==> config.mk <==
export PLATFORM = sky130hd
export DESIGN_NAME = keypad_matrix_scanner
export DESIGN_NICKNAME = d
export VERILOG_FILES = /design/src/rtl/keypad_matrix_scanner.sv
export SDC_FILE = /design/constraint.sdc
export NUM_CORES = 1
export LEC_CHECK = 0
export ABC_AREA = 1
export CORE_ASPECT_RATIO = 0.9
export CORE_MARGIN = 1
export CORE_UTILIZATION = 55
export CTS_CLUSTER_DIAMETER = 30
export DETAILED_ROUTE_END_ITERATION = 10
export DONT_BUFFER_PORTS = 1
export MAX_ROUTING_LAYER = met4
export PLACE_DENSITY = 0.78
export REMOVE_ABC_BUFFERS = 1
export SYNTH_ARGS = -nofsm -noshare
export SYNTH_HDL_FRONTEND = slang
export SYNTH_SLANG_ARGS = --single-unit
==> constraint.sdc <==
create_clock -name clk -period 2.1 [get_ports clk]
set_input_delay 0.42 -clock clk [delete_from_list [all_inputs] [get_ports clk]]
set_output_delay 0.42 -clock clk [all_outputs]
set_load 0.005 [all_outputs]
==> src/rtl/keypad_matrix_scanner.sv <==
// keypad_matrix_scanner
// Scans a 4x4 active-low matrix keypad one column at a time. It synchronises
// and debounces the row inputs, then reports one key at a time as a one-hot
// word and as a binary code.
//
// Ports
//   clk            system clock, all logic on posedge
//   rst_n          synchronous reset, active low
//   rows_n[3:0]    row sense, active low, asynchronous (2-FF synchronised)
//   cols_n[3:0]    column drive, active low, exactly one bit low
//   keypad_decode  one-hot held key (bit k = code k), 0 when no key
//   key_code[3:0]  code of the last accepted key, holds after release
//   key_valid      one-clock pulse when keypad_decode goes nonzero
//   key_held       high while a key is accepted and not yet released
module keypad_matrix_scanner #(
    parameter int SETTLE_CYCLES   = 4,
    parameter int DEBOUNCE_CYCLES = 500000
) (
    input  logic        clk,
    input  logic        rst_n,
    input  logic [3:0]  rows_n,
    output logic [3:0]  cols_n,
    output logic [15:0] keypad_decode,
    output logic [3:0]  key_code,
    output logic        key_valid,
    output logic        key_held
);

    localparam int CW = $clog2(DEBOUNCE_CYCLES + 1);
    localparam logic [CW-1:0] DEB_MAX     = CW'(DEBOUNCE_CYCLES);
    localparam logic [CW-1:0] DEB_ONE     = CW'(1);
    localparam logic [7:0]    SETTLE_LAST = 8'(SETTLE_CYCLES - 1);

    typedef enum logic [1:0] {
        SCAN     = 2'd0,
        DEBOUNCE = 2'd1,
        PRESSED  = 2'd2
    } state_t;

    // Physical (row, col) position to key code; digits map to their own value.
    function automatic logic [3:0] key_map(input logic [1:0] row, input logic [1:0] col);
        logic [3:0] code;
        case ({row, col})
            4'b00_00: code = 4'd1;
            4'b00_01: code = 4'd2;
            4'b00_10: code = 4'd3;
            4'b00_11: code = 4'd10;
            4'b01_00: code = 4'd4;
            4'b01_01: code = 4'd5;
            4'b01_10: code = 4'd6;
            4'b01_11: code = 4'd11;
            4'b10_00: code = 4'd7;
            4'b10_01: code = 4'd8;
            4'b10_10: code = 4'd9;
            4'b10_11: code = 4'd12;
            4'b11_00: code = 4'd14;
            4'b11_01: code = 4'd0;
            4'b11_10: code = 4'd15;
            4'b11_11: code = 4'd13;
            default:  code = 4'd0;
        endcase
        return code;
    endfunction

    // Active-low drive pattern for one column.
    function automatic logic [3:0] col_drive(input logic [1:0] col);
        return ~(4'b0001 << col);
    endfunction

    state_t        state_r;
    logic [1:0]    col_r;
    logic [7:0]    settle_cnt_r;
    logic [CW-1:0] deb_cnt_r;
    logic [3:0]    sync1_r;
    logic [3:0]    rows_s;
    logic [3:0]    cand_rows_r;
    logic [1:0]    cand_row_r;
    logic [1:0]    cand_col_r;

    logic [3:0]    row_low_s;
    logic          single_row_s;
    logic [1:0]    row_idx_s;
    logic [1:0]    col_next_s;
    logic [3:0]    cand_code_s;

    // Two-flop synchroniser on the asynchronous row inputs.
    always_ff @(posedge clk) begin
        if (!rst_n) begin
            sync1_r <= 4'b1111;
            rows_s  <= 4'b1111;
        end else begin
            sync1_r <= rows_n;
            rows_s  <= sync1_r;
        end
    end

    // Row analysis: exactly-one-low detection (rejects ghosting/multi-key) and row index.
    always_comb begin
        row_low_s    = ~rows_s;
        single_row_s = (row_low_s != 4'b0000) && ((row_low_s & (row_low_s - 4'd1)) == 4'b0000);
        case (row_low_s)
            4'b0001: row_idx_s = 2'd0;
            4'b0010: row_idx_s = 2'd1;
            4'b0100: row_idx_s = 2'd2;
            4'b1000: row_idx_s = 2'd3;
            default: row_idx_s = 2'd0;
        endcase
        col_next_s  = col_r + 2'd1;
        cand_code_s = key_map(cand_row_r, cand_col_r);
    end

    // Scan / debounce / pressed state machine with registered outputs.
    always_ff @(posedge clk) begin
        if (!rst_n) begin
            state_r       <= SCAN;
            col_r         <= 2'd0;
            settle_cnt_r  <= 8'd0;
            deb_cnt_r     <= '0;
            cand_rows_r   <= 4'b1111;
            cand_row_r    <= 2'd0;
            cand_col_r    <= 2'd0;
            cols_n        <= 4'b1110;
            keypad_decode <= 16'h0000;
            key_code      <= 4'd0;
            key_valid     <= 1'b0;
            key_held      <= 1'b0;
        end else begin
            key_valid <= 1'b0;
            case (state_r)
                SCAN: begin
                    if (settle_cnt_r == SETTLE_LAST) begin
                        settle_cnt_r <= 8'd0;
                        if (single_row_s) begin
                            // Column stays driven while the candidate is debounced.
                            cand_rows_r <= rows_s;
                            cand_row_r  <= row_idx_s;
                            cand_col_r  <= col_r;
                            deb_cnt_r   <= '0;
                            state_r     <= DEBOUNCE;
                        end else begin
                            col_r  <= col_next_s;
                            cols_n <= col_drive(col_next_s);
                        end
                    end else begin
                        settle_cnt_r <= settle_cnt_r + 8'd1;
                    end
                end
                DEBOUNCE: begin
                    if (rows_s != cand_rows_r) begin
                        // Bounce: rescan the same column from a fresh settle window.
                        deb_cnt_r    <= '0;
                        settle_cnt_r <= 8'd0;
                        state_r      <= SCAN;
                    end else if (deb_cnt_r == DEB_MAX) begin
                        keypad_decode <= 16'h0001 << cand_code_s;
                        key_code      <= cand_code_s;
                        key_valid     <= 1'b1;
                        key_held      <= 1'b1;
                        deb_cnt_r     <= '0;
                        state_r       <= PRESSED;
                    end else begin
                        deb_cnt_r <= deb_cnt_r + DEB_ONE;
                    end
                end
                PRESSED: begin
                    if (rows_s != 4'b1111) begin
                        deb_cnt_r <= '0;
                    end else if (deb_cnt_r == DEB_MAX) begin
                        keypad_decode <= 16'h0000;
                        key_held      <= 1'b0;
                        deb_cnt_r     <= '0;
                        settle_cnt_r  <= 8'd0;
                        col_r         <= col_next_s;
                        cols_n        <= col_drive(col_next_s);
                        state_r       <= SCAN;
                    end else begin
                        deb_cnt_r <= deb_cnt_r + DEB_ONE;
                    end
                end
                default: begin
                    state_r      <= SCAN;
                    col_r        <= 2'd0;
                    cols_n       <= 4'b1110;
                    settle_cnt_r <= 8'd0;
                    deb_cnt_r    <= '0;
                end
            endcase
        end
    end

endmodule
* Word level (Yosys, flattened, before mapping)
Memory sizes are Yosys's and may differ from the RTL's. A register that Yosys moved wholly into a read port is not among the register bits. Index checks and enable logic that the tools add are counted.
Operators by class: shift operators 2, $add $sub $neg 4, equal/unequal tests 18, multiplexer cells 42, reduce and logical (&&, ||, !) cells 13, bitwise logic cells 6
Operators with widths (count):
- $mux W19 | 5
- $mux W16 | 4
- $pmux W19 S3 | 1
- $mux W8 | 4
- $pmux W16 S2 | 1
- $mux W4 | 6
- $pmux W8 S3 | 1
- $mux W2 | 10
- $add A19 B1 Y19 const B | 1
- $eq A19 B19 Y1 const B | 1
- $pmux W2 S3 | 3
- $ne A2 B2 Y1 const B | 8
- $shl A1 B4 Y16 const A | 1
- $reduce_and A5 Y1 | 3
- $pmux W4 S3 | 1
- $reduce_and A3 Y1 | 3
- $add A8 B1 Y8 const B | 1
- $eq A8 B2 Y1 const B | 1
- $not A4 Y4 | 2
- $mux W1 | 5
- $and A4 B4 Y4 | 1
- $eq A4 B2 Y1 const B | 1
- $eq A4 B3 Y1 const B | 1
- $eq A4 B4 Y1 const B | 1
- other kinds (17) | 19
Word-level totals: memories 1, bits in read-only memories 64, word-level logic and storage cells 100, input bits 6, register bits 73, output and inout bits 26
Memories:
- (no name shown) | words 16, width 4, rd ports 1, clocked after memory_dff 1, write ports 0, RTL line 43 | case ({row, col})

* Depth between registers and ports, before layout
Gate-level depths: netlist (run 1).
word-level depth 8, mapped depth 16, mapped depth without buffers 16

* Least setup slack after synthesis (run 1)
OpenSTA, ideal clock, no wires.
kind flip-flop to flip-flop, start register settle_cnt_r[0], end register cand_code_s[1] (netlist name), path buffers 0, period minus slack after synthesis 1.942 ns, required time 1.987 ns, setup slack 0.158 ns, data arrival time 1.830 ns, cell stages (with the launch flop) 16, setup time 0.113 ns, cell sequence dfxtp_1 > ha_1 > inv_1 > nor2_1 > nand2_1 > nor2_1 > nand4_1 > nand2_1 > nand2_1 > nor2_1 > inv_1 > ha_1 > inv_1 > nand2_1 > nand3_1 > nand2_1
RTL lines:
- from (decl) | RTL line 72 | logic [7:0] settle_cnt_r;
- from (signal assigned) | RTL line 145 | settle_cnt_r <= settle_cnt_r + 8'd1;

==> impl_metrics.csv, run 1 <==
group,metric,value,unit
yosys,synth_top_cell_area_share,0.374,
yosys,yosys_warnings,0,
cts,cts_hold_buf,0,
global_route,grt_pass1_wl,15400,µm
global_route,antenna_found_initial,0,
cells_and_area,nNetsFinal,617,
global_route,track_usage,0.252,
cts,cts_buffers,9,
floorplan,ios,32,
cts,clkSinkCount,77,
yosys,synthMuxAreaShare,0,
cells_and_area,n_fill_cell,651,
run_status,status,"complete, no violations",
yosys,synth_adder_area_share,0.0455,
cells_and_area,multi_input_area,2260,µm²
floorplan,die_x,93.3,µm
worst_setup_path,cp-end-kind,"flop",
power_and_ir_drop,powerDensity,851,nW/µm²
cells_and_area,antennaDiodeCount,0,
yosys,synth_area_leaders,"dfxtp_1, nand2_1, nor2_1",
yosys,synthCells,582,
yosys,synthTopCellsByCount,"nand2_1, nor2_1, dfxtp_1, inv_1, nand3_1",
cts,clk_latency,360,ps
sta,min_period_over_period,0.941,
sta,finalCriticalPeriod,1980,ps
sta,hold_viol_final,0,
sta,skew,10.4,ps
worst_setup_path,cp-start-kind,"flop",
cells_and_area,layout.cells.non_filler,694,
cells_and_area,register_area,1550,µm²
place,hpwl,6670,µm
cts,clock-root-buffer,"clkbuf_8",
yosys,synth-simple-area-share,0.376,
yosys,ys_async_sr_fraction,0,
cells_and_area,synthToLayoutAreaGrowth,9.28,%
detailed_routing,drc,0,
floorplan,initial_utilization,0.577,
detailed_routing,wl_per_cell,13.3,µm
worst_setup_path,critPathKind,"flop to flop",
job,drv_cap,0,
floorplan,row_count,29,
global_route,grt-ovfl-total,0,
detailed_routing,dr.pass1.iters,5,
sta,setup_slack,123,ps
power_and_ir_drop,power.total,3.84,mW
yosys,synth.most_common_cell,"nand2_1",
cts,cts_tree,"done",
sta,worstMarginPinSlew,458,ps
place,globalplace.congestion,0.905,
yosys,synth-xor-area-share,0.0340,
place,dp_slack,-24.0,ps
place,port_buffers,0,
power_and_ir_drop,p_leak,1.89,nW
detailed_routing,routed_wl,9240,µm
cts,h-tree-depth,3,
worst_setup_path,path_max_fanout,5,
floorplan,coreArea,7150,µm²
sta,relSlewSlack,0.694,
yosys,synth-main-ff-cell,"dfxtp_1",
sta,slew_violations,0,
yosys,synth_cell_types,40,
yosys,avgSynthCellArea,7.09,µm²
worst_setup_path,cp.arrival,2230,ps
floorplan,fp.dieH,84.2,µm
cts,clkSlewWorstSetupHoldPaths,80,ps
detailed_routing,vias_per_cell,5.39,
yosys,yosys.area.top_type,"dfxtp_1",
yosys,synth_edf_count,0,
global_route,grt_max_degree,27,
cts,clockBufferDepth,2,
cells_and_area,fin_util,0.631,
global_route,grt_pass1_vias,3511,
yosys,synth_top_family_by_area,"simple AND/OR/NAND/NOR gates",
power_and_ir_drop,vdd_drop_max,648,µV
place,placed_cells,676,
sta,setup_viol,0,
worst_hold_path,hold_class,"primary input to flop",
worst_setup_path,worstPathRequired,2360,ps
floorplan,dieArea,7850,µm²
detailed_routing,vias,3744,
yosys,synth-seq-cells,77,
sta,max_freq,506,MHz
cells_and_area,drive_gt1_frac,0.165,
yosys,ys_seq_area_frac,0.374,
yosys,synth_compound_area_frac,0.0828,
yosys,synth_area,4130,µm²
detailed_routing,ant_nets,0,
detailed_routing,drt_iter0_markers,252,
sta,whs,148,ps
[metrics by stage]
step | setup TNS, ps | instance area, µm²
floorplan | 0 | 4040
detailed placement | -46.7 | 4270
finish | 0 | 4510
global placement | 0 | 4270
global route | -4.83 | 4510
CTS | 0 | 4450
[critical path, cell delays in order (launching register included)]
cell and delay (ps):
dfxtp_4 380, ha_4 160, inv_1 40, nor2_1 80, nand2_1 50, nor2_1 120, nand4_1 140, buf_4 160
buf_4 120, buf_4 140, nand2_1 80, nand3_2 140, nand2_1 120, nand2_1 60, nand2_1 50, nand2_1 50
[worst paths after layout]
kind / from / endpoint / slack, ps / cells past startpoint
worst min-delay path: rst_n / cols_n[1]$_SDFFE_PN1P_ / 150 / 1
worst min register to register: sync1_r[1]$_SDFF_PN1_ / rows_s[1]$_SDFF_PN1_ / 410 / 1
worst max-delay path: settle_cnt_r[0]$_SDFFE_PN0P_ / cand_code_s[1]$_DFF_P_ / 120 / 15
worst max register to register: settle_cnt_r[0]$_SDFFE_PN0P_ / cand_code_s[1]$_DFF_P_ / 120 / 15
[timing repair]
item | CTS | global route
pin swaps | 0 | 2
gates resized for setup | 2 | 14
endpoints found under the setup margin | 3 | 8
setup buffers | 0 | 2
hold endpoints to repair | 0 | 0
cloned | 0 | 0
[routing by layer]
metal | GRT usage | vias to the layer above | part of all wire
li1 | - | 1895 | -
met1 | 0.311 | 1742 | 0.46
met2 | 0.411 | 96 | 0.48
met3 | 0.0607 | 11 | 0.048
met4 | 0.0699 | 0 | 0.010
met5 | - | - | 0
[where the power goes]
group / switching [mW] / leakage [nW] / total (mW) / internal [mW]
registers: 0.130 / 0.624 / 1.71 / 1.58
clock network: 0.604 / 0.0829 / 1.05 / 0.443
logic: 0.697 / 1.19 / 1.08 / 0.382
[cell type report]
class,count,area share
multi-input combinational,418,0.501
sequential,77,0.344
inverter,73,0.0608
timing repair buffer,17,0.0283
clock buffer,9,0.0275
tap,93,0.0258
clock inverter,7,0.0128
[flip-flops by register name (all words and copies together), names as in the netlist, 2 cells and up]
signal / count
sync1_r: 4
cand_row_r: 2
cols_n: 4
settle_cnt_r: 8
deb_cnt_r: 19
state_r: 2
keypad_decode: 16
cand_code_s: 4
cand_rows_r: 4
cand_col_r: 2
key_code: 4
col_r: 2
rows_s: 4
[cell families after synthesis]
logic type,Yosys count
and+or+nand+nor,326
buffers and inverters,87
DFF,77
AOI/OAI and AO/OA,61
xor gates and xnor gates,16
adders and majority gates,15
[layout by cell type, fill, tap and decap left out, types with 4 or more instances in the layout]
cell      netlist  final
nor2_4          3      4
nor3_1         10      9
inv_1          61     61
nand4_1        26     26
inv_2          10     10
nand3_1        43     43
or2_2           8      8
clkbuf_8        0      9
xor2_1         15     15
nor2_1         78     76
dfxtp_2         0      4
ha_1           15     13
o21ai_0        19     19
nand2_1       127    124
nand2_2         6      9
buf_4           1     17
dfxtp_1        77     72
a21oi_1        34     34
nor2_2         13     14
(Power assumes the default switching activity.)
==> run 2, diff against run 1 <==
--- a/config.mk
+++ b/config.mk
@@ -6,7 +6,6 @@
 export NUM_CORES = 1
 export LEC_CHECK = 0
 export ABC_AREA = 1
-export CORE_ASPECT_RATIO = 0.9
 export CORE_MARGIN = 1
 export CORE_UTILIZATION = 55
 export CTS_CLUSTER_DIAMETER = 30
==> run 2 against run 1 <==
Effect of this change: clock skew fell by 1.5 ps; die area barely moved; fmax up 0.69%; flip-flop and latch count stayed put; register-to-register slack about the same; hold slack improved by 5.7 ps.
==> impl_metrics.csv, run 2 (synthesized netlist as in run 1, its figures left out) <==
group,metric,value,unit
sta,hold_viol_final,0,
sta,skew,8.88,ps
worst_setup_path,reg2reg_depth,14,
worst_setup_path,startpoint,"rows_s[2]$_SDFF_PN1_",
job,drv_cap,0,
sta,max_freq,509,MHz
worst_hold_path,holdCritStartpoint,"rst_n",
floorplan,ios,32,
worst_setup_path,r2r_start,"rows_s[2]$_SDFF_PN1_",
sta,relSlewSlack,0.689,
place,dpl-instance-area,4230,µm²
global_route,grt_pass1_wl,14300,µm
cts,clk_latency,350,ps
cts,clkSlewWorstSetupHoldPaths,90,ps
cells_and_area,layout.cells.non_filler,692,
worst_setup_path,r2r-end,"cand_code_s[2]$_DFF_P_",
cells_and_area,antennaDiodeCount,0,
cells_and_area,nNetsFinal,609,
detailed_routing,wl_per_cell,12.5,µm
worst_hold_path,whs_endpoint,"cols_n[1]$_SDFFE_PN1P_",
cts,clkSinkCount,77,
cts,clock-root-buffer,"clkbuf_8",
place,placed_cells,676,
global_route,grt_pass1_vias,3348,
worst_hold_path,hold_class,"primary input to flop",
power_and_ir_drop,vdd_drop_max,502,µV
cells_and_area,layout_commonest_cell,"nand2_1",
detailed_routing,drt_iter0_markers,156,
cells_and_area,largest_reg_flops,19,
cts,cts_buffers,9,
cells_and_area,top_regs,"deb_cnt_r: 19 flops, keypad_decode: 16 flops, settle_cnt_r: 8 flops",
floorplan,die_x,88.6,µm
cts,h-tree-depth,3,
run_status,status,"complete, no violations",
power_and_ir_drop,p_leak,1.87,nW
worst_setup_path,path_max_fanout,5,
detailed_routing,routed_wl,8630,µm
sta,finalCriticalPeriod,1960,ps
detailed_routing,vias_per_cell,5.31,
cells_and_area,n_fill_cell,678,
floorplan,row_count,31,
sta,worstMarginPinSlew,464,ps
global_route,track_usage,0.239,
worst_setup_path,cp.arrival,2220,ps
cells_and_area,drive_gt1_frac,0.152,
global_route,grt_max_degree,27,
worst_setup_path,critPathKind,"flop to flop",
worst_setup_path,worstPathRequired,2360,ps
place,port_buffers,0,
global_route,antenna_found_initial,0,
sta,slew_violations,0,
cts,cts_hold_buf,0,
detailed_routing,drc,0,
floorplan,initial_utilization,0.569,
worst_setup_path,cp-start-kind,"flop",
sta,setup_viol,0,
place,globalplace.congestion,0.865,
detailed_routing,ant_nets,0,
cells_and_area,final_cell_mix,"nand2_1, nor2_1, dfxtp_1, inv_1, nand3_1",
cells_and_area,synthToLayoutAreaGrowth,8.34,%
worst_hold_path,hold_depth,1,
cts,clockBufferDepth,2,
worst_setup_path,r2r_slack,140,ps
global_route,grt-ovfl-total,0,
worst_setup_path,cp-end-kind,"flop",
power_and_ir_drop,powerDensity,852,nW/µm²
sta,min_period_over_period,0.935,
cells_and_area,top_register,"deb_cnt_r",
cells_and_area,final_area,4470,µm²
floorplan,coreArea,7250,µm²
place,hpwl,6220,µm
floorplan,fp.dieH,88.6,µm
cts,cts_tree,"done",
floorplan,dieArea,7850,µm²
detailed_routing,dr.pass1.iters,4,
detailed_routing,vias,3675,
-- run 2: cell type report --
| type | instances | area (µm²) | share of cell area |
|---|---|---|---|
| Timing Repair Buffer | 9 | 67.6 | 0.0151 |
| Multi-Input combinational cell | 418 | 2270 | 0.507 |
| Clock inverter | 6 | 53.8 | 0.0120 |
| Inverter | 73 | 274 | 0.0613 |
| Tap cell | 99 | 124 | 0.0277 |
| Clock buffer | 10 | 138 | 0.0308 |
| Sequential cell | 77 | 1550 | 0.346 |
-- run 2: timing repair --
item	in CTS	in global routing
endpoints found under the setup margin	3	4
buffers inserted	0	0
pin swaps	0	1
resized for setup	1	14
-- run 2: routing by layer --
metal  part of all wire  vias up  GRT usage
li1                   -     1877          -
met5                  0        -          -
met4              0.016        0     0.0733
met1               0.45     1682      0.264
met2               0.50      102      0.419
met3              0.042       14     0.0653
-- run 2: how the worst max path moves through the flow --
| stage | endpoint |
|---|---|
| 2_1_floorplan | cand_code_s[1]$_DFF_P_ |
| 3_3_place_gp | cand_code_s[2]$_DFF_P_ |
| 3_5_place_dp | cand_code_s[2]$_DFF_P_ |
| 4_1_cts | cand_code_s[2]$_DFF_P_ |
| 5_1_grt | cand_code_s[3]$_DFF_P_ |
| 6_report | cand_code_s[2]$_DFF_P_ |
-- run 2: worst max-delay path, cell delays in order, from the launching register on --
cell     delay [ps]
dfxtp_1         390
nand2_1         110
inv_2            80
nand2_1          70
nand2_2         120
nand2_2          90
nor2_2          140
nand3_1         100
nand2_1         140
nand2_2         110
ha_1            310
nand2_1          70
nand2_1          50
nand2_1          50
nand2_1          40
-- run 2: report_power, final --
part	internal, mW	switching (mW)
combinational	0.362	0.673
clock	0.484	0.593
sequential	1.58	0.120
total	2.42	1.38
-- run 2: per-stage QoR --
step / power, mW / setup WS (ps) / TNS [ps] / hold WS, ps / util
after global routing: 4.05 / -6.19 / -6.19 / 138 / 0.616
after CTS: 3.80 / 14.9 / 0 / 144 / 0.610
after global placement: 2.69 / 116 / 0 / 394 / 0.583
after floorplan: 2.45 / 154 / 0 / 393 / -
after detailed placement: 2.72 / 17.7 / 0 / 402 / 0.583
final: 3.81 / 137 / 0 / 154 / 0.616
